### src/rtl/exc_ctrl.sv
// exc_ctrl: M-stage exception/interrupt/ERET sequencer beside CP0.
// Optional macro EXC_DELAY_SLOT_EN: record delay-slot EPC/BD from m_bd.
module exc_ctrl #(
  parameter logic [31:0] HANDLER_ADDR = 32'h0000_4180,
  parameter int unsigned DRAIN_CYCLES = 2
) (
  input  logic        clk,
  input  logic        reset,
  input  logic        m_valid,
  input  logic [31:0] m_pc,
  input  logic        m_exc,
  input  logic [4:0]  m_exc_code,
  input  logic        m_bd,
  input  logic        m_eret,
  input  logic [5:0]  hw_int,
  input  logic [5:0]  sr_im,
  input  logic        sr_ie,
  input  logic        sr_exl,
  input  logic [31:0] cp0_epc,
  output logic        cp0_exc_we,
  output logic [4:0]  cp0_exc_code,
  output logic [31:0] cp0_epc_out,
  output logic        cp0_bd_out,
  output logic        cp0_exl_clr,
  output logic        flush,
  output logic        redirect,
  output logic [31:0] redirect_pc,
  output logic        busy
);

  typedef enum logic [1:0] {
    IDLE,
    REDIR,
    DRAIN
  } state_t;

  state_t      state_q, state_d;
  logic [2:0]  cnt_q, cnt_d;
  logic [31:0] tgt_q, tgt_d;
  logic        redirect_q, redirect_d;
  logic [31:0] rpc_q, rpc_d;
  logic        busy_q, busy_d;

  logic        int_req;
  logic        sel_ok;
  logic        take_int;
  logic        take_exc;
  logic        take_eret;
  logic        take_trap;
  logic [31:0] epc_base;
  logic [31:0] epc_rec;
  logic        bd_rec;
  logic        unused_pc_lsb;

  assign int_req   = sr_ie & ~sr_exl & |(hw_int & sr_im);
  assign sel_ok    = (state_q == IDLE) & m_valid & ~reset;
  assign take_int  = sel_ok & int_req;
  assign take_exc  = sel_ok & ~int_req & m_exc & ~sr_exl;
  assign take_eret = sel_ok & ~int_req & ~(m_exc & ~sr_exl)
                   & m_eret & sr_exl;
  assign take_trap = take_int | take_exc;

  assign epc_base      = {m_pc[31:2], 2'b00};
  assign unused_pc_lsb = ^m_pc[1:0];

`ifdef EXC_DELAY_SLOT_EN
  // A trapped delay-slot instruction must restart at its branch.
  assign epc_rec = m_bd ? epc_base - 32'd4 : epc_base;
  assign bd_rec  = m_bd;
`else
  logic unused_bd;
  assign unused_bd = m_bd;
  assign epc_rec   = epc_base;
  assign bd_rec    = 1'b0;
`endif

  always_comb begin
    cp0_exc_we   = take_trap;
    cp0_exc_code = take_exc ? m_exc_code : 5'd0;
    cp0_epc_out  = take_trap ? epc_rec : 32'd0;
    cp0_bd_out   = take_trap & bd_rec;
    cp0_exl_clr  = take_eret;
    flush        = take_trap | take_eret | (redirect_q & ~reset);
    redirect     = redirect_q;
    redirect_pc  = rpc_q;
    busy         = busy_q;
  end

  always_comb begin
    state_d = state_q;
    cnt_d   = cnt_q;
    tgt_d   = tgt_q;
    unique case (state_q)
      IDLE: begin
        if (take_trap) begin
          tgt_d   = HANDLER_ADDR;
          state_d = REDIR;
        end else if (take_eret) begin
          tgt_d   = cp0_epc;
          state_d = REDIR;
        end
      end
      REDIR: begin
        cnt_d   = DRAIN_CYCLES[2:0];
        state_d = DRAIN;
      end
      DRAIN: begin
        cnt_d = cnt_q - 3'd1;
        if (cnt_q <= 3'd1) state_d = IDLE;
      end
      default: state_d = IDLE;
    endcase
    redirect_d = (state_d == REDIR);
    rpc_d      = redirect_d ? tgt_d : 32'd0;
    busy_d     = (state_d != IDLE);
  end

  always_ff @(posedge clk) begin
    if (reset) begin
      state_q    <= IDLE;
      cnt_q      <= 3'd0;
      tgt_q      <= 32'd0;
      redirect_q <= 1'b0;
      rpc_q      <= 32'd0;
      busy_q     <= 1'b0;
    end else begin
      state_q    <= state_d;
      cnt_q      <= cnt_d;
      tgt_q      <= tgt_d;
      redirect_q <= redirect_d;
      rpc_q      <= rpc_d;
      busy_q     <= busy_d;
    end
  end

endmodule
### config.mk
export PLATFORM = sky130hd
export DESIGN_NAME = exc_ctrl
export DESIGN_NICKNAME = d
export VERILOG_FILES = /design/src/rtl/exc_ctrl.sv
export SDC_FILE = /design/constraint.sdc
export NUM_CORES = 1
export LEC_CHECK = 0
export CORE_ASPECT_RATIO = 0.8
export CORE_MARGIN = 3
export CORE_UTILIZATION = 38
export DETAILED_ROUTE_END_ITERATION = 8
export PLACE_DENSITY = 0.81
export SLEW_MARGIN = 15
export SYNTH_ARGS = -nofsm -noshare
export SYNTH_HDL_FRONTEND = slang
export SYNTH_SLANG_ARGS = --single-unit
export TNS_END_PERCENT = 5
### constraint.sdc
create_clock -name clk -period 2.1 [get_ports clk]
set_input_delay 0.315 -clock clk [delete_from_list [all_inputs] [get_ports clk]]
set_output_delay 0.315 -clock clk [all_outputs]
set_load 0.05 [all_outputs]
**Word level (Yosys, flattened, before mapping)**

Index checks and enable logic that the tools add are counted.

- Output and inout port bits: 75
- RAM bits: 0
- Memories kept: 0
- Memory bits (read-only): 0
- Logic and storage cells: 48
- Bits in latches: 0
- Input bits: 89
- Register bits: 71

- $add $sub $neg: 1
- Mux-type cells: 10
- Divide/modulo/power cells: 0
- Order comparisons: 1
- Bitwise gates (word level): 22
- Equality and inequality tests: 3
- Reduce and logical (&&, ||, !) cells: 5
- Multiply operators: 0
- Shift-type cells: 0

Operator list:

| kind | number |
|---|---|
| $mux 32 | 4 |
| $and 1x1->1 | 13 |
| $and 6x6->6 | 1 |
| $mux 2 | 3 |
| $pmux 2 s3 | 1 |
| $pmux 3 s2 | 1 |
| $reduce_or 6->1 | 1 |
| $mux 5 | 1 |
| $not 1->1 | 5 |
| $eq 2x1->1 const B | 2 |
| $reduce_bool 2->1 | 2 |
| $le 3x1->1 const B | 1 |
| $or 1x1->1 | 3 |
| $sub 3x1->3 const B | 1 |
| $eq 2x2->1 const B | 1 |
| $logic_not 2->1 | 1 |
| $reduce_or 2->1 | 1 |

**Longest topological paths before layout**

- Word-level depth: 14
- Depth in mapped cells: 10
- Gate-level depth less buffers: 8

**Least setup slack after synthesis**

No wires, ideal clock.

- Path kind: flip-flop to output port
- Start point: register state_q[1]
- End point: output flush
- Required time: 1.785 ns
- Arrival time: 2.001 ns
- Path slack: -0.216 ns
- Buffers on the path: 1
- Stages on the path, launching flop included: 8
- Cells stage by stage: dfxtp_1 inv_1 ha_1 and4bb_1 o21a_2 a21oi_4 buf_2 o21ai_0

- Longest elaborated chain between the ends: 9
- Elaborated cells between the ends (all ways): 13
- Those cells by class: bitwise: 12; reduce/logical: 1

RTL lines:

| item | line | text |
|---|---|---|
| from (decl) | 37 | `state_t state_q, state_d;` |
| from (signal assigned) | 127 | `state_q <= state_d;` |
| $logic_not 2->1 * | 56 | `assign sel_ok = (state_q == IDLE) & m_valid & ~reset;` |
| $and 1x1->1 * (2 in series) | 56 |  |
| $and 1x1->1 | 58, 59 |  |
| $and 1x1->1, on equally long branches | 58, 59 |  |
| $and 1x1->1, on equally long branches | 58, 60 |  |
| $or 1x1->1 / $and 1x1->1 (equally long branches) | 61, 60 |  |
| $or 1x1->1 * (2 in series) | 83 | `flush = take_trap \| take_eret \| (redirect_q & ~reset);` |
| to (decl) | 25 | `output logic flush,` |

Mark *: on every way between the ends. The rest lies on a longest branch, timed or not.

**Final worst setup path**

- Start point: register state_q[1]
- End point: output cp0_exc_code[3]

- Longest elaborated chain between the ends: 7

RTL lines:

| item | line | text |
|---|---|---|
| $logic_not 2->1 | 56 |  |
| $and 1x1->1 (2 in series) | 56 |  |
| $and 1x1->1 (3 in series) | 58 | `assign take_exc = sel_ok & ~int_req & m_exc & ~sr_exl;` |
| $mux 5 | 79 | `cp0_exc_code = take_exc ? m_exc_code : 5'd0;` |
| to (decl) | 21 | `output logic [4:0] cp0_exc_code,` |

Every way passes these cells.

==> results.yml <==
place:
  dp.cells: 598
  pre_cts_ws_ns: -0.2519
  gp_congestion: 0.8623
  dp.final_hpwl_um: 7167
  placed_area_um2: 5022
  port_buffers: 157
floorplan:
  initial_core_util_pct: 40.85
  die_y_um: 84.48
  die-area_um2: 8793
  floorplan.rows: 27
  io_pins: 164
  fp.dieW_um: 104.1
  coreArea_um2: 7162
setup_path:
  path_class: "register to output port"
  cp-start-kind: "register"
  max_stage_delay_ns: 0.34
  crit_arrival_ns: 1.85
  r2r_slack_ns: -0.02
  r2r_end: "redirect_pc[7]$_SDFF_PP0_"
  crit_chain: "inv_2 > ha_4 > and4bb_4 > nand2_2 > a21oi_4 > and2_4 > buf_12"
  path_max_fanout: 6
  worstReg2RegStart: "state_q[1]$_SDFF_PP0_"
  worst-path-buf-inv: 2
  critPathSlowestCell: "dfxtp_2"
  crit_family: "simple AND/OR/NAND/NOR gates"
  endpoint_kind: "output port"
  critPathRequiredTime_ns: 1.78
  r2r_cells: 9
global_routing:
  grt_max_degree: 39
  antenna_found_initial: 0
  grt_pass1_vias: 3111
  grt_pass1_wl_um: 16390
  globalRouteTotalUtil_pct: 23.26
  gr-total-overflow: 0
sta:
  period_needed_ns: 2.165
  grt_setup_unrepaired: "yes"
  worstMarginPinSlew_ns: 0.5454
  setup_tns_ns: -1.245
  report.final.slew_viol_count: 0
  finClkSkew_ns: 0.01030
  fin_crit_sh_pct: 103.1
  slew_headroom_pct: 63.53
  max_freq_ghz: 0.4618
  setup_viol: 32
  fin_hold_ws_ns: 0.4520
  hold_viol_final: 0
  fin_ws_ns: -0.06536
route:
  vias_per_cell: 5.204
  ant_nets: 0
  drcViolationCount: 0
  top_layer_used: "met4"
  routedWlPerCell_um: 18.88
  vias: 3268
  drt_iter0_markers: 168
  drt-pass1-iter-count: 4
  wl_um: 11860
  dr_wl_met2_um: 6247
  drt-met1-wl_um: 4612
  wl_met3_um: 757
yosys:
  synthAdderAreaFrac_pct: 2.566
  synthXorXnorAreaFrac_pct: 0
  synthSimpleGateAreaFrac_pct: 25.75
  synthArstFlopShare_pct: 0
  synth_top_family_by_area: "simple AND/OR/NAND/NOR gates"
  syn-cell-area_um2: 2925
  synth_edf_count: 0
  yosysTopAreaCell: "dfxtp_1"
  ys_seq_area_share_pct: 48.59
  postSynthAreaPerCell_um2: 8.455
  synth_cells: 346
  synth_cell_types: 38
  synthFlopType: "dfxtp_1"
  synthTopCellsByArea: "dfxtp_1, nand2_1, a21oi_1, and3_1, a21oi_2"
  synth_seq_cells: 71
  synth_compound_area_share_pct: 17.45
  ys_warn_count: 0
  synth_top_area_share_pct: 48.59
  synthMuxAreaShare_pct: 0
clock_tree:
  clk_pin_slew_ns: 0.08
  cts-buffers-inserted: 9
  clkSinkCount: 71
  htreeDepth: 3
  cts_hold_repair.buffers: 0
  cts_tree: "built"
  ctsRootBufferMaster: "clkbuf_8"
  clk_latency_ns: 0.34
  clock_path_buffers: 2
status:
  status: "finished with violations"
  violations: "negative setup slack"
hold_path:
  whs_path_depth: 2
  hp-start: "tgt_q[12]$_SDFF_PP0_"
  min_to: "redirect_pc[12]$_SDFF_PP0_"
  min_path_type: "register to register"
cells_and_area:
  final_cells: 628
  final_cell_mix: "clkdlybuf4s50_1, nand2_1, dfxtp_1"
  final_common_cell: "clkdlybuf4s50_1"
  fill_cells: 450
  fin_area_um2: 5654
  fin_nets: 617
  num_antenna_cells: 0
  drive_gt1_share_pct: 30.17
  syn_to_final_growth_pct: 93.28
pwr:
  power_density_nw_per_um2: 601.9
  leakagePower_nw: 2.172
  vdd_drop_max_mv: 0.4458
job:
  maxCapViolations: 0
## repair_timing
| action | CTS | global route |
|---|---|---|
| gates cloned | 4 | 3 |
| endpoints found under the setup margin | 39 | 38 |
| gates resized for setup | 33 | 39 |
| pin swaps | 5 | 16 |
| setup buffers | 4 | 3 |
## synthesized netlist by cell type (2+ instances only)
master,instances
nor2_1,9
dfxtp_1,71
and3_1,30
buf_4,3
nand2_2,9
nand3_1,3
nand2_1,84
buf_1,4
a22oi_2,3
o21ai_0,2
a211oi_1,3
and2_1,6
inv_1,6
nor3_1,8
nand2b_1,2
clkbuf_1,11
a21oi_1,52
buf_2,6
ha_1,6
a21oi_2,10
## worst reg2reg max path, stage by stage (launching register included)
cell and delay [ns]:
dfxtp_2 0.34, inv_2 0.09, ha_4 0.14, and4bb_4 0.33
o21a_4 0.23, a21oi_4 0.07, buf_4 0.13, buf_4 0.13
buf_4 0.22, a211oi_1 0.32
## registers in the layout, summed over array words and instances, names as in the netlist
name / flops
redirect_pc: 32
tgt_q: 32
cnt_q: 3
state_q: 2
busy: 1
redirect: 1
## worst max-delay path by stage
stage	start	to	slack [ns]	depth (start not counted)
2_1_floorplan	state_q[1]$_SDFF_PP0_	busy$_SDFF_PP0_	-0.008	8
3_3_place_gp	sr_exl	cp0_epc_out[18]	-0.21	5
3_5_place_dp	sr_exl	cp0_epc_out[18]	-0.25	5
4_1_cts	sr_im[0]	cp0_epc_out[23]	0.003	6
5_1_grt	state_q[1]$_SDFF_PP0_	cp0_exc_code[3]	-0.13	7
6_report	state_q[1]$_SDFF_PP0_	cp0_exc_code[3]	-0.07	7
## per-stage QoR
stage               utilization [%]  total power [mW]
floorplan                         -             1.837
global placement              70.13             2.212
detailed placement            70.13             2.234
CTS                           75.61             3.352
global route                  78.95             3.521
finish                        78.95             3.403
## power by group
part / switching [mW] / internal, mW
Clock: 0.501 / 0.582
Sequential: 0.0257 / 1.39
Combinational: 0.491 / 0.413
## logic make-up (layout without fill, tap and decap cells)
logic type | count (synthesis) | after routing
AND/OR/NAND/NOR | 155 | 155
AO/OA/AOI/OAI | 80 | 84
flip-flops | 71 | 71
buffers and inverters | 33 | 208
adder cells (fa/ha/maj) | 6 | 6
other | 1 | 3
## layer usage
layer  global-route usage (%)  vias up
li1                         -     1517
met1                    28.33     1551
met2                    41.36      176
met3                    5.765       24
met4                    5.918        0
met5                        0        -
## cell type report
type,instances,area [um^2],share of cell area (%)
clock buffers,11,141.4,2.501
clock inverters,5,57.56,1.018
inverters,7,28.78,0.5090
multi-input cells,248,1623,28.70
flip-flops and latches,71,1424,25.18
well taps,101,126.4,2.235
repair buffers,185,2253,39.85
Power figures use the tool's default switching activity.
==> RTL edit: new RTL, same settings <==
Add an input register stage for `sr_im`, without a reset; this delays it by one clock. The other inputs are not delayed to match.
--- a/src/rtl/exc_ctrl.sv
+++ b/src/rtl/exc_ctrl.sv
@@ -36,2 +36,8 @@
 
+  logic [5:0] sr_im_q;
+
+  always_ff @(posedge clk) begin
+    sr_im_q <= sr_im;
+  end
+
   state_t      state_q, state_d;
@@ -54,3 +60,3 @@
 
-  assign int_req   = sr_ie & ~sr_exl & |(hw_int & sr_im);
+  assign int_req   = sr_ie & ~sr_exl & |(hw_int & sr_im_q);
   assign sel_ok    = (state_q == IDLE) & m_valid & ~reset;
Check against the original RTL: not equivalent (a bounded check fails within 4 cycles, from zero or initial values and one cycle with reset high).
==> RTL edit against the unedited design <==
The flow still finishes with violations (negative setup slack); design area up 1.0%; register-to-register slack improved by 20 ps; worst setup slack lost 46 ps; wire length shrank 11%; global-route usage down 0.096 points; fmax down 2.1%; area after synthesis grew 1.8%; largest cell class unchanged; sequential cell count increased by 6; non-clock buffer count rose by 2; clock skew down 2.7 ps; power is 7.2% higher; clock power increased by 26%; hold slack worse by 39 ps; first-iteration DRC count decreased by 15%.
==> RTL edit: results (changes against the unedited design) <==
Worst hold path
  • Hold_sp: sr_im[0]
  • HP Class: in2reg
  • Hold Path Cell Cnt: 1 (-1)
  • WHS Endpoint: sr_im_q[0]$_DFF_P_

Critical path
  • CP arrival: 1900 ps (+50 ps)
  • Crit path largest cell delay: 350 ps
  • RR Endpoint: redirect_pc[5]$_SDFF_PP0_
  • R2r setup slk: 0 ps (+20 ps)
  • Crit path max-delay cell type: dfxtp_2
  • FF-to-FF path depth: 9 (unchanged)
  • Crit-path max FO: 14 (+8)
  • Worst reg2reg startpoint: state_q[0]$_SDFF_PP0_

CTS
  • Clk_lat worst skew: 340 ps (about the same)
  • CTS Buf Count: 9 (unchanged)
  • Clock Path Buffers: 2 (unchanged)
  • CTS root buffer: clkbuf_8
  • Clk pin slew, worst setup/hold paths: 80 ps (about the same)
  • # H-tree levels: 3 (unchanged)

Drt
  • Drt first-iter violations: 142 (-15%)
  • Vias per std cell: 4.93 (-5.3%)
  • First-pass DRT Iterations: 4 (unchanged)
  • Total wire length: 10.6 mm (-11%)

Synthesis
  • Ys flop type: dfxtp_1
  • Yosys Warn Count: 0 (unchanged)
  • Post-synth top cells: nand2_1 (92), dfxtp_1 (77), a21oi_1 (64)
  • Sequential-to-total area share from yosys stat: 51.8% (+3.2 points)
  • Post-synth ARST share: 0% (unchanged)
  • Post-synthesis cell type count: 33 (-13%)
  • Syn avg cell area: 8.41 um2 (-0.50%)
  • Area contributors post-synth: dfxtp_1 (52%), nand2_1 (12%), a21oi_1 (11%)

GRT
  • GR Layer Usage met2: 42.0% (+0.63 points)
  • Initial antenna violation count: 0 (unchanged)
  • GRT met3 Usage: 5.86% (+0.091 points)
  • Total GRT Usage: 23.2% (-0.096 points)
  • Vias in the first global route: 3,170 (+1.9%)
  • First-pass GRT wire length: 16.5 mm (+0.46%)
  • Largest net degree at the start of global routing: 38 (-2.6%)
  • Met1 GRT Util: 27.4% (-0.97 points)

Status
  • Status: finished with violations
  • Violated checks: negative setup slack

Timing
  • Setup ws final: -111 ps (-45.6 ps)
  • Slew margin rel.: 65.1% (+1.5 points)
  • Worst hold slack: 413 ps (-38.8 ps)
  • Clk_skew: 7.59 ps (-2.71 ps)
  • Setup TNS: -2330 ps (-1080 ps)
  • Finish-stage setup viols: 37 (+16%)

Power
  • Leak Pwr: 2.09 nW (-3.8%)
  • Max VDD drop: 0.462 mV (+3.7%)
  • Int Pwr: 2.70 mW (+13%)

Placement
  • DP HPWL: 7.34 mm (+2.4%)
  • DP Area: 0.00509 mm2 (+1.3%)
  • RD Place Congestion: 0.818 (-5.1%)
  • Post-place setup slack: -117 ps (+134 ps)
  • PortBufs: 157 (unchanged)

Finish
  • Share of cells above drive strength 1: 28.0% (-2.2 points)
  • Ant diodes: 0 (unchanged)
  • Nets: 623 (+0.97%)
[RTL edit: cell types whose count changed after synthesis, moves of 3 or more]
| cell | change |
|---|---|
| a22oi_1 | +3 |
| a22oi_2 | -3 |
| nand2_2 | -9 |
| a21oi_2 | -7 |
| nand2_1 | +8 |
| dfxtp_1 | +6 |
| a21oi_1 | +12 |
[RTL edit: through the flow]
step	instances	power (mW)
final	638	3.65
after global routing	638	3.78
after CTS	633	3.63
after detailed placement	611	2.23
after global placement	611	2.22
after floorplan	356	1.90
[RTL edit: worst max-delay path: cells and delay by family, from the launching register on]
family | cells | cell delay (ps)
AND/OR/NAND/NOR | 1 | 260
AO/OA/AOI/OAI | 3 | 400
buffers and inverters | 3 | 380
adder cells (fa/ha/maj) | 1 | 150
flip-flops | 1 | 350
[RTL edit: what timing repair did]
action                     CTS  global route
buffers inserted             4             4
setup endpoints to repair   42            71
cloned                       2             1
pin swaps                   14            16
gates resized for setup     47            27
[RTL edit: cell type report]
type,instances,area (um2)
Clock buffer,11,141
Fill cell,516,1790
Multi-Input combinational cell,245,1540
Sequential cell,77,1540
Tap cell,105,131
Clock inverter,5,106
Timing Repair Buffer,187,2220
Inverter,8,32.5
[RTL edit: worst max-delay path by stage]
stage,start,to,slack (ps),cells after the start
2_1_floorplan,state_q[1]$_SDFF_PP0_,cp0_epc_out[11],-60,6
3_3_place_gp,sr_exl,cp0_epc_out[5],-40,6
3_5_place_dp,hw_int[2],state_q[1]$_SDFF_PP0_,-120,8
4_1_cts,state_q[1]$_SDFF_PP0_,flush,-40,8
5_1_grt,state_q[0]$_SDFF_PP0_,flush,-180,8
6_report,state_q[0]$_SDFF_PP0_,flush,-110,8
[RTL edit: routing by layer]
metal	vias up	wire length [um]
li1	1531	-
met1	1480	4130
met2	116	5720
met3	18	547
met4	0	156
met5	-	0
[RTL edit: kinds of logic (layout without fill, tap and decap cells)]
| kind of cell | count (synthesis) | in the layout | share of synthesized area (%) |
|---|---|---|---|
| buf+inv | 34 | 211 | 6.34 |
| other cells | 1 | 3 | 0.126 |
| flops | 77 | 77 | 51.8 |
| mux | 1 | 1 | 0.336 |
| simple gates | 153 | 153 | 23.7 |
| compound gates | 82 | 82 | 15.2 |
| fa+ha+maj | 6 | 6 | 2.52 |
[RTL edit: power groups by stage]
stage	Sequential [mW]	Clock, mW	Combinational [mW]
floorplan	1.61	0	0.294
global placement	1.55	0	0.662
detailed placement	1.56	0	0.675
CTS	1.52	1.38	0.725
global route	1.53	1.44	0.802
finish	1.53	1.36	0.761
